**src/rtl/ser_pkg.sv**
```systemverilog
// ser_pkg: shared serializer state encoding and default word width,
// also importable by the downstream sequence detectors for bench constants.
package ser_pkg;
    typedef enum logic [1:0] {IDLE, SHIFT, PARITY} ser_state_t;
    localparam int SER_DATA_W = 8;
endpackage

```
**src/rtl/bit_serializer.sv**
```systemverilog
// bit_serializer: parallel word to serial bit stream with a one-word holding register.
// Define BIT_SERIALIZER_PARITY_EN to append an even-parity bit to every frame.
module bit_serializer
    import ser_pkg::*;
#(
    parameter int DATA_W    = SER_DATA_W,
    parameter bit MSB_FIRST = 1'b1
) (
    input  logic              clk,
    input  logic              reset,
    input  logic [DATA_W-1:0] in_data,
    input  logic              in_valid,
    output logic              in_ready,
    output logic              out_bit,
    output logic              out_valid,
    output logic              out_last,
    output logic              busy
);
    localparam int CW = $clog2(DATA_W);
    localparam logic [CW-1:0] LAST = CW'(DATA_W - 1);

    ser_state_t        state_q, state_d;
    logic [DATA_W-1:0] shreg_q, shreg_d, hold_q, hold_d;
    logic [CW-1:0]     cnt_q, cnt_d;
    logic              hold_full_q, hold_full_d;
    logic              accept, load, head;
    logic [DATA_W-1:0] shifted;
`ifdef BIT_SERIALIZER_PARITY_EN
    logic              parity_q, parity_d;
`endif

    assign in_ready = reset & ~hold_full_q;
    assign accept   = in_valid & in_ready;
    assign head     = MSB_FIRST ? shreg_q[DATA_W-1] : shreg_q[0];
    assign shifted  = MSB_FIRST ? {shreg_q[DATA_W-2:0], 1'b0} : {1'b0, shreg_q[DATA_W-1:1]};

    always_comb begin
        state_d     = state_q;
        shreg_d     = shreg_q;
        cnt_d       = cnt_q;
        hold_d      = hold_q;
        hold_full_d = hold_full_q;
        load        = 1'b0;
`ifdef BIT_SERIALIZER_PARITY_EN
        parity_d    = parity_q;
`endif
        case (state_q)
            IDLE: load = hold_full_q;
            SHIFT: begin
                if (cnt_q != LAST) begin
                    shreg_d = shifted;
                    cnt_d   = cnt_q + 1'b1;
                end else begin
`ifdef BIT_SERIALIZER_PARITY_EN
                    state_d = PARITY;
                    shreg_d = '0;
                    cnt_d   = '0;
`else
                    load    = hold_full_q;
                    state_d = IDLE;
                    shreg_d = '0;
                    cnt_d   = '0;
`endif
                end
            end
            default: begin
`ifdef BIT_SERIALIZER_PARITY_EN
                load = hold_full_q;
`endif
                state_d = IDLE;
            end
        endcase
        // A pending word overrides the return to IDLE, so frames abut with no gap
        if (load) begin
            state_d     = SHIFT;
            shreg_d     = hold_q;
            cnt_d       = '0;
            hold_full_d = 1'b0;
`ifdef BIT_SERIALIZER_PARITY_EN
            parity_d    = ^hold_q;
`endif
        end
        if (accept) begin
            hold_d      = in_data;
            hold_full_d = 1'b1;
        end
    end

    always_ff @(posedge clk or negedge reset) begin
        if (!reset) begin
            state_q     <= IDLE;
            shreg_q     <= '0;
            hold_q      <= '0;
            cnt_q       <= '0;
            hold_full_q <= 1'b0;
`ifdef BIT_SERIALIZER_PARITY_EN
            parity_q    <= 1'b0;
`endif
        end else begin
            state_q     <= state_d;
            shreg_q     <= shreg_d;
            hold_q      <= hold_d;
            cnt_q       <= cnt_d;
            hold_full_q <= hold_full_d;
`ifdef BIT_SERIALIZER_PARITY_EN
            parity_q    <= parity_d;
`endif
        end
    end

    assign out_valid = state_q != IDLE;
    assign busy      = (state_q != IDLE) | hold_full_q;
`ifdef BIT_SERIALIZER_PARITY_EN
    assign out_bit   = (state_q == SHIFT) ? head : (state_q == PARITY) & parity_q;
    assign out_last  = state_q == PARITY;
`else
    assign out_bit   = (state_q == SHIFT) & head;
    assign out_last  = (state_q == SHIFT) & (cnt_q == LAST);
`endif
endmodule

```
**config.mk**
```make
export PLATFORM = sky130hd
export DESIGN_NAME = bit_serializer
export DESIGN_NICKNAME = d
export VERILOG_FILES = /design/src/rtl/ser_pkg.sv /design/src/rtl/bit_serializer.sv
export SDC_FILE = /design/constraint.sdc
export NUM_CORES = 1
export LEC_CHECK = 0
export ABC_AREA = 1
export CORE_UTILIZATION = 30
export DETAILED_ROUTE_END_ITERATION = 16
export SETUP_SLACK_MARGIN = 0.15
export SLEW_MARGIN = 30
export SYNTH_ARGS = -nofsm -noshare
export SYNTH_HDL_FRONTEND = slang
export SYNTH_SLANG_ARGS = --single-unit
```
**constraint.sdc**
```tcl
create_clock -name clk -period 1.93 [get_ports clk]
set_input_delay 0.386 -clock clk [delete_from_list [all_inputs] [get_ports clk]]
set_output_delay 0.386 -clock clk [all_outputs]
set_load 0.01 [all_outputs]
```
== Word level (Yosys, flattened, before mapping) ==
Cells that the tools add are included.
Cells by class
  muxes and demuxes: 13
  equality and inequality tests: 5
  $add $sub $neg: 1
  reductions and logical operators: 5
  bitwise operators: 6
Operators by type and width (count)
  8-bit 2-to-1 mux: 3
  3-bit 2-to-1 mux: 3
  3-bit != test (second input constant): 2
  2-bit nonzero test: 3
  1-bit AND: 4
  2-bit 2-to-1 mux: 2
  2-bit case mux with 2 select lines: 1
  3-bit by 1-bit adder with 3-bit output (second input constant): 1
  3-bit == test (second input constant): 1
  1-bit 2-to-1 mux: 3
  2-bit by 1-bit == test with 1-bit output (second input constant): 1
  2-bit logical NOT: 1
  2-bit != test (second input constant): 1
  1-bit case mux with 2 select lines: 1
  2-bit AND reduction: 1
  1-bit inverter: 1
  1-bit bitwise OR: 1
Storage, ports and cells
  output and inout port bits: 5
  input port bits: 11
  register bits: 22

== Longest topological paths before layout ==
  depth in word-level cells: 5
  depth in mapped cells: 6

== Least setup slack after synthesis ==
Ideal clock, no wire load.
  path type: register to output
  start point: register cnt_q[0]
  end point: output out_last
  path buffers: 0
  stages on the path, launching flop included: 5
  data arrival time: 881 ps
  setup slack: 663 ps
  required time: 1544 ps
  path through: dfrtp_1 ha_1 ha_1 nand2_1 inv_1
Between the ends
  word-level cells in the longest chain between the ends: 2
RTL lines
  start: declaration: line bit_serializer.sv:24  | logic [CW-1:0] cnt_q, cnt_d;
  start signal: assignment: line bit_serializer.sv:103  | cnt_q <= cnt_d;
  3-bit == test: line bit_serializer.sv:118  | assign out_last = (state_q == SHIFT) & (cnt_q == LAST);
  1-bit AND: line bit_serializer.sv:118
  end: declaration: line bit_serializer.sv:16  | output logic out_last,
Every way passes these cells.

== Worst setup path in the final report ==
  start point: input reset
  end point: output in_ready
Between the ends
  word-level cells in the longest chain between the ends: 1
RTL lines
  start: declaration: line bit_serializer.sv:10  | input logic reset,
  1-bit AND: line bit_serializer.sv:32  | assign in_ready = reset & ~hold_full_q;
  end: declaration: line bit_serializer.sv:13  | output logic in_ready,
Every way passes these cells.

==> run summary <==
## Status
• **status** finished, final reports clean

## Place
• **IO Port Bufs** 15
• **Placed Cells incl. Taps** 169
• **post-detailed-placement half-perimeter wirelength** 1460 microns
• **gpl congestion** 0.721
• **placed standard-cell area** 1180 sq um

## Cells and area
• **non-filler cells, final** 180
• **ant diodes** 0
• **Filler cells** 333
• **commonest cells after routing, fill and taps aside** 34 x sky130_fd_sc_hd__nand2_1, 26 x sky130_fd_sc_hd__nand3_1, 19 x sky130_fd_sc_hd__dfrtp_1
• **leading cell type in the layout, fill and taps excluded** sky130_fd_sc_hd__nand2_1
• **post-route cell area** 1260 sq um
• **Post-Route Utilization** 41.1%
• **share of cells above drive strength 1** 19.9%
• **number of nets at the end of the flow** 151
• **FF/Latch Area** 528 sq um
• **layout overhead on the synthesized area** 29.0%
• **footprint of the multi-input gates** 394 sq um

## Synthesis
• **top cell type's share of synthesized area** 53.6%
• **Area contributors post-synth** sky130_fd_sc_hd__dfrtp_1 54%, sky130_fd_sc_hd__nand3_1 13%, sky130_fd_sc_hd__nand2_1 13%
• **Avg Synthesized Cell Area** 8.92 sq um
• **Synth Register Bits** 21
• **number of standard cells after synthesis** 110
• **post-synthesis instance area** 981 sq um
• **synthesized netlist net count** 124
• **fraction of the yosys area taken by sequential cells** 53.6%
• **count of cell types in the netlist** 15
• **total number of yosys warnings** 0
• **cell type with the largest total area after synthesis** sky130_fd_sc_hd__dfrtp_1

## Route
• **first-pass iteration count of the detailed router** 4
• **DRT iter0 DRCs** 19
• **total number of vias** 805
• **routed length per instance** 11.0 microns
• **count of nets left with antenna violations after detail routing** 0
• **sum of routed wire length over all layers** 1980 microns
• **post-route DRC violation count** 0
• **per-cell via count in the routed design** 4.47

## Floorplanning
• **io pins** 16
• **number of rows created at floorplan** 20
• **horizontal extent of the die** 59.2 microns
• **effective utilization at floorplan** 31.9%
• **Core Region** 3080 sq um
• **Die H** 59.2 microns
• **area enclosed by the die boundary** 3500 sq um

## Timing
• **Worst Skew** 1.70 ps
• **Fmax achieved** 586 MHz
• **max_slew headroom** 78.2%
• **Min Hold Slack** 447 ps
• **setup repair after global routing missed its margin** no
• **final critical path time including I/O delays and setup** 1710 ps
• **number of endpoints with negative hold slack in the final report** 0
• **fin crit share** 88.4%
• **number of failing setup endpoints in the final timing report** 0
• **actual transition at the worst max-transition pin** 325 ps
• **Max Slew Vio Count** 0

## Global routing
• **vias in the first global route** 829
• **antenna violations before repair** 0
• **largest net degree at the start of global routing** 22
• **first-pass GRT wire length** 3540 microns
• **Overall Global Routing Usage** 13.3%
• **residual overflow from global routing** 0

## Setup path
• **Crit Path Category** primary input to output pin
• **CP Data Arrival Time** 1320 ps
• **nature of the critical path endpoint** output pin
• **biggest fanout along the worst timing path** 2
• **type of origin of the critical path** primary input
• **data required time at the worst endpoint** 1540 ps

## Clocking
• **number of sinks driven by the clock tree** 21
• **CTS buffer count** 3
• **Clock Tree Root** sky130_fd_sc_hd__clkbuf_4
• **H-tree depth** 1
• **Clock Latency Late Sink** 290 ps
• **clock slew seen by the registers of the worst setup and hold paths** 110 ps
• **maximum clock insertion buffer count** 2
• **TritonCTS clock tree** built

## Min path
• **type of the tightest min-delay check** primary input to async pin

## Run
• **max-cap violations** 0

## Pwr
• **peak ir drop on the vdd network** 0.401 mV
• **reported leakage power** 0.000652 uW
• **power density over cell area** 1330 nW/um^2

[cells by family after synthesis]
kind of cell    after synthesis  synth area share, %
buf+inv                      12                 6.76
flops                        21                 53.6
simple gates                 71                 34.3
fa+ha+maj                     3                 3.83
compound gates                3                 1.53
[area by class of cell]
cell class                      count  area share, %
Sequential cell                    21           41.7
Clock buffer                        4           2.08
Multi-Input combinational cell     77           31.2
Inverter                            7           2.08
Tap cell                           44           4.35
Timing Repair Buffer               27           18.6
[timing repair]
item | CTS | global route
hold buffers | 0 | 0
resized for setup | 5 | 5
pin swaps | 0 | 1
buffers inserted | 3 | 4
endpoints found under the setup margin | 4 | 2
[final timing paths]
path | cells past startpoint | endpoint | startpoint | slack (ps)
max | 4 | in_ready | reset | 220
min | 2 | cnt_q[2]$_DFFE_PN0P_ | reset | 450
max reg2reg | 6 | cnt_q[0]$_DFFE_PN0P_ | cnt_q[1]$_DFFE_PN0P_ | 490
min reg2reg | 2 | hold_q[2]$_DFFE_PN0P_ | hold_q[2]$_DFFE_PN0P_ | 490
max in group asynchronous | 2 | hold_full_q$_DFFE_PN0P_ | reset | 1260
min in group clk | 2 | hold_q[2]$_DFFE_PN0P_ | hold_q[2]$_DFFE_PN0P_ | 490
[worst max-delay path: stages]
cell and delay (ps):
sky130_fd_sc_hd__clkdlybuf4s50_1 480, sky130_fd_sc_hd__inv_1 60, sky130_fd_sc_hd__nor2_4 110, sky130_fd_sc_hd__dlygate4sd2_1 280
[flip-flops by register name, indices dropped and copies added, names as in the netlist]
register and flops:
state_q 1, hold_q 8, cnt_q 3, hold_full_q 1
shreg_q 8
[report_power, final]
| group | switching (uW) | leakage (uW) | internal [uW] | total, uW |
|---|---|---|---|---|
| clock network | 130 | 0.0000150 | 80.3 | 210 |
| logic | 370 | 0.000376 | 343 | 713 |
| registers | 117 | 0.000261 | 638 | 755 |
| total | 616 | 0.000652 | 1060 | 1680 |
[layer usage]
layer | global-route usage [%] | routed length (microns) | vias to the layer above
li1 | - | - | 417
met1 | 16.9 | 922 | 365
met2 | 22.8 | 953 | 21
met3 | 2.40 | 89 | 2
met4 | 4.08 | 13 | 0
met5 | 0 | 0 | -
[Yosys cell counts]
cell / n
sky130_fd_sc_hd__nor2_4: 1
sky130_fd_sc_hd__nand2_1: 34
sky130_fd_sc_hd__clkbuf_2: 1
sky130_fd_sc_hd__nand4_1: 7
sky130_fd_sc_hd__ha_1: 3
sky130_fd_sc_hd__o21ai_1: 3
sky130_fd_sc_hd__inv_1: 4
sky130_fd_sc_hd__nand2_2: 2
sky130_fd_sc_hd__nand2_4: 1
sky130_fd_sc_hd__inv_2: 3
sky130_fd_sc_hd__buf_2: 1
sky130_fd_sc_hd__dfrtp_1: 21
sky130_fd_sc_hd__buf_6: 2
sky130_fd_sc_hd__buf_4: 1
sky130_fd_sc_hd__nand3_1: 26
[per-stage QoR]
stage	total power, uW	worst slack, ps	TNS, ps
floorplan	1180	663	0
global placement	1360	-49.8	-49.8
detailed placement	1390	-35.0	-35.0
CTS	1640	42.1	0
global route	1830	156	0
finish	1680	224	0
(Power assumes the default switching activity.)
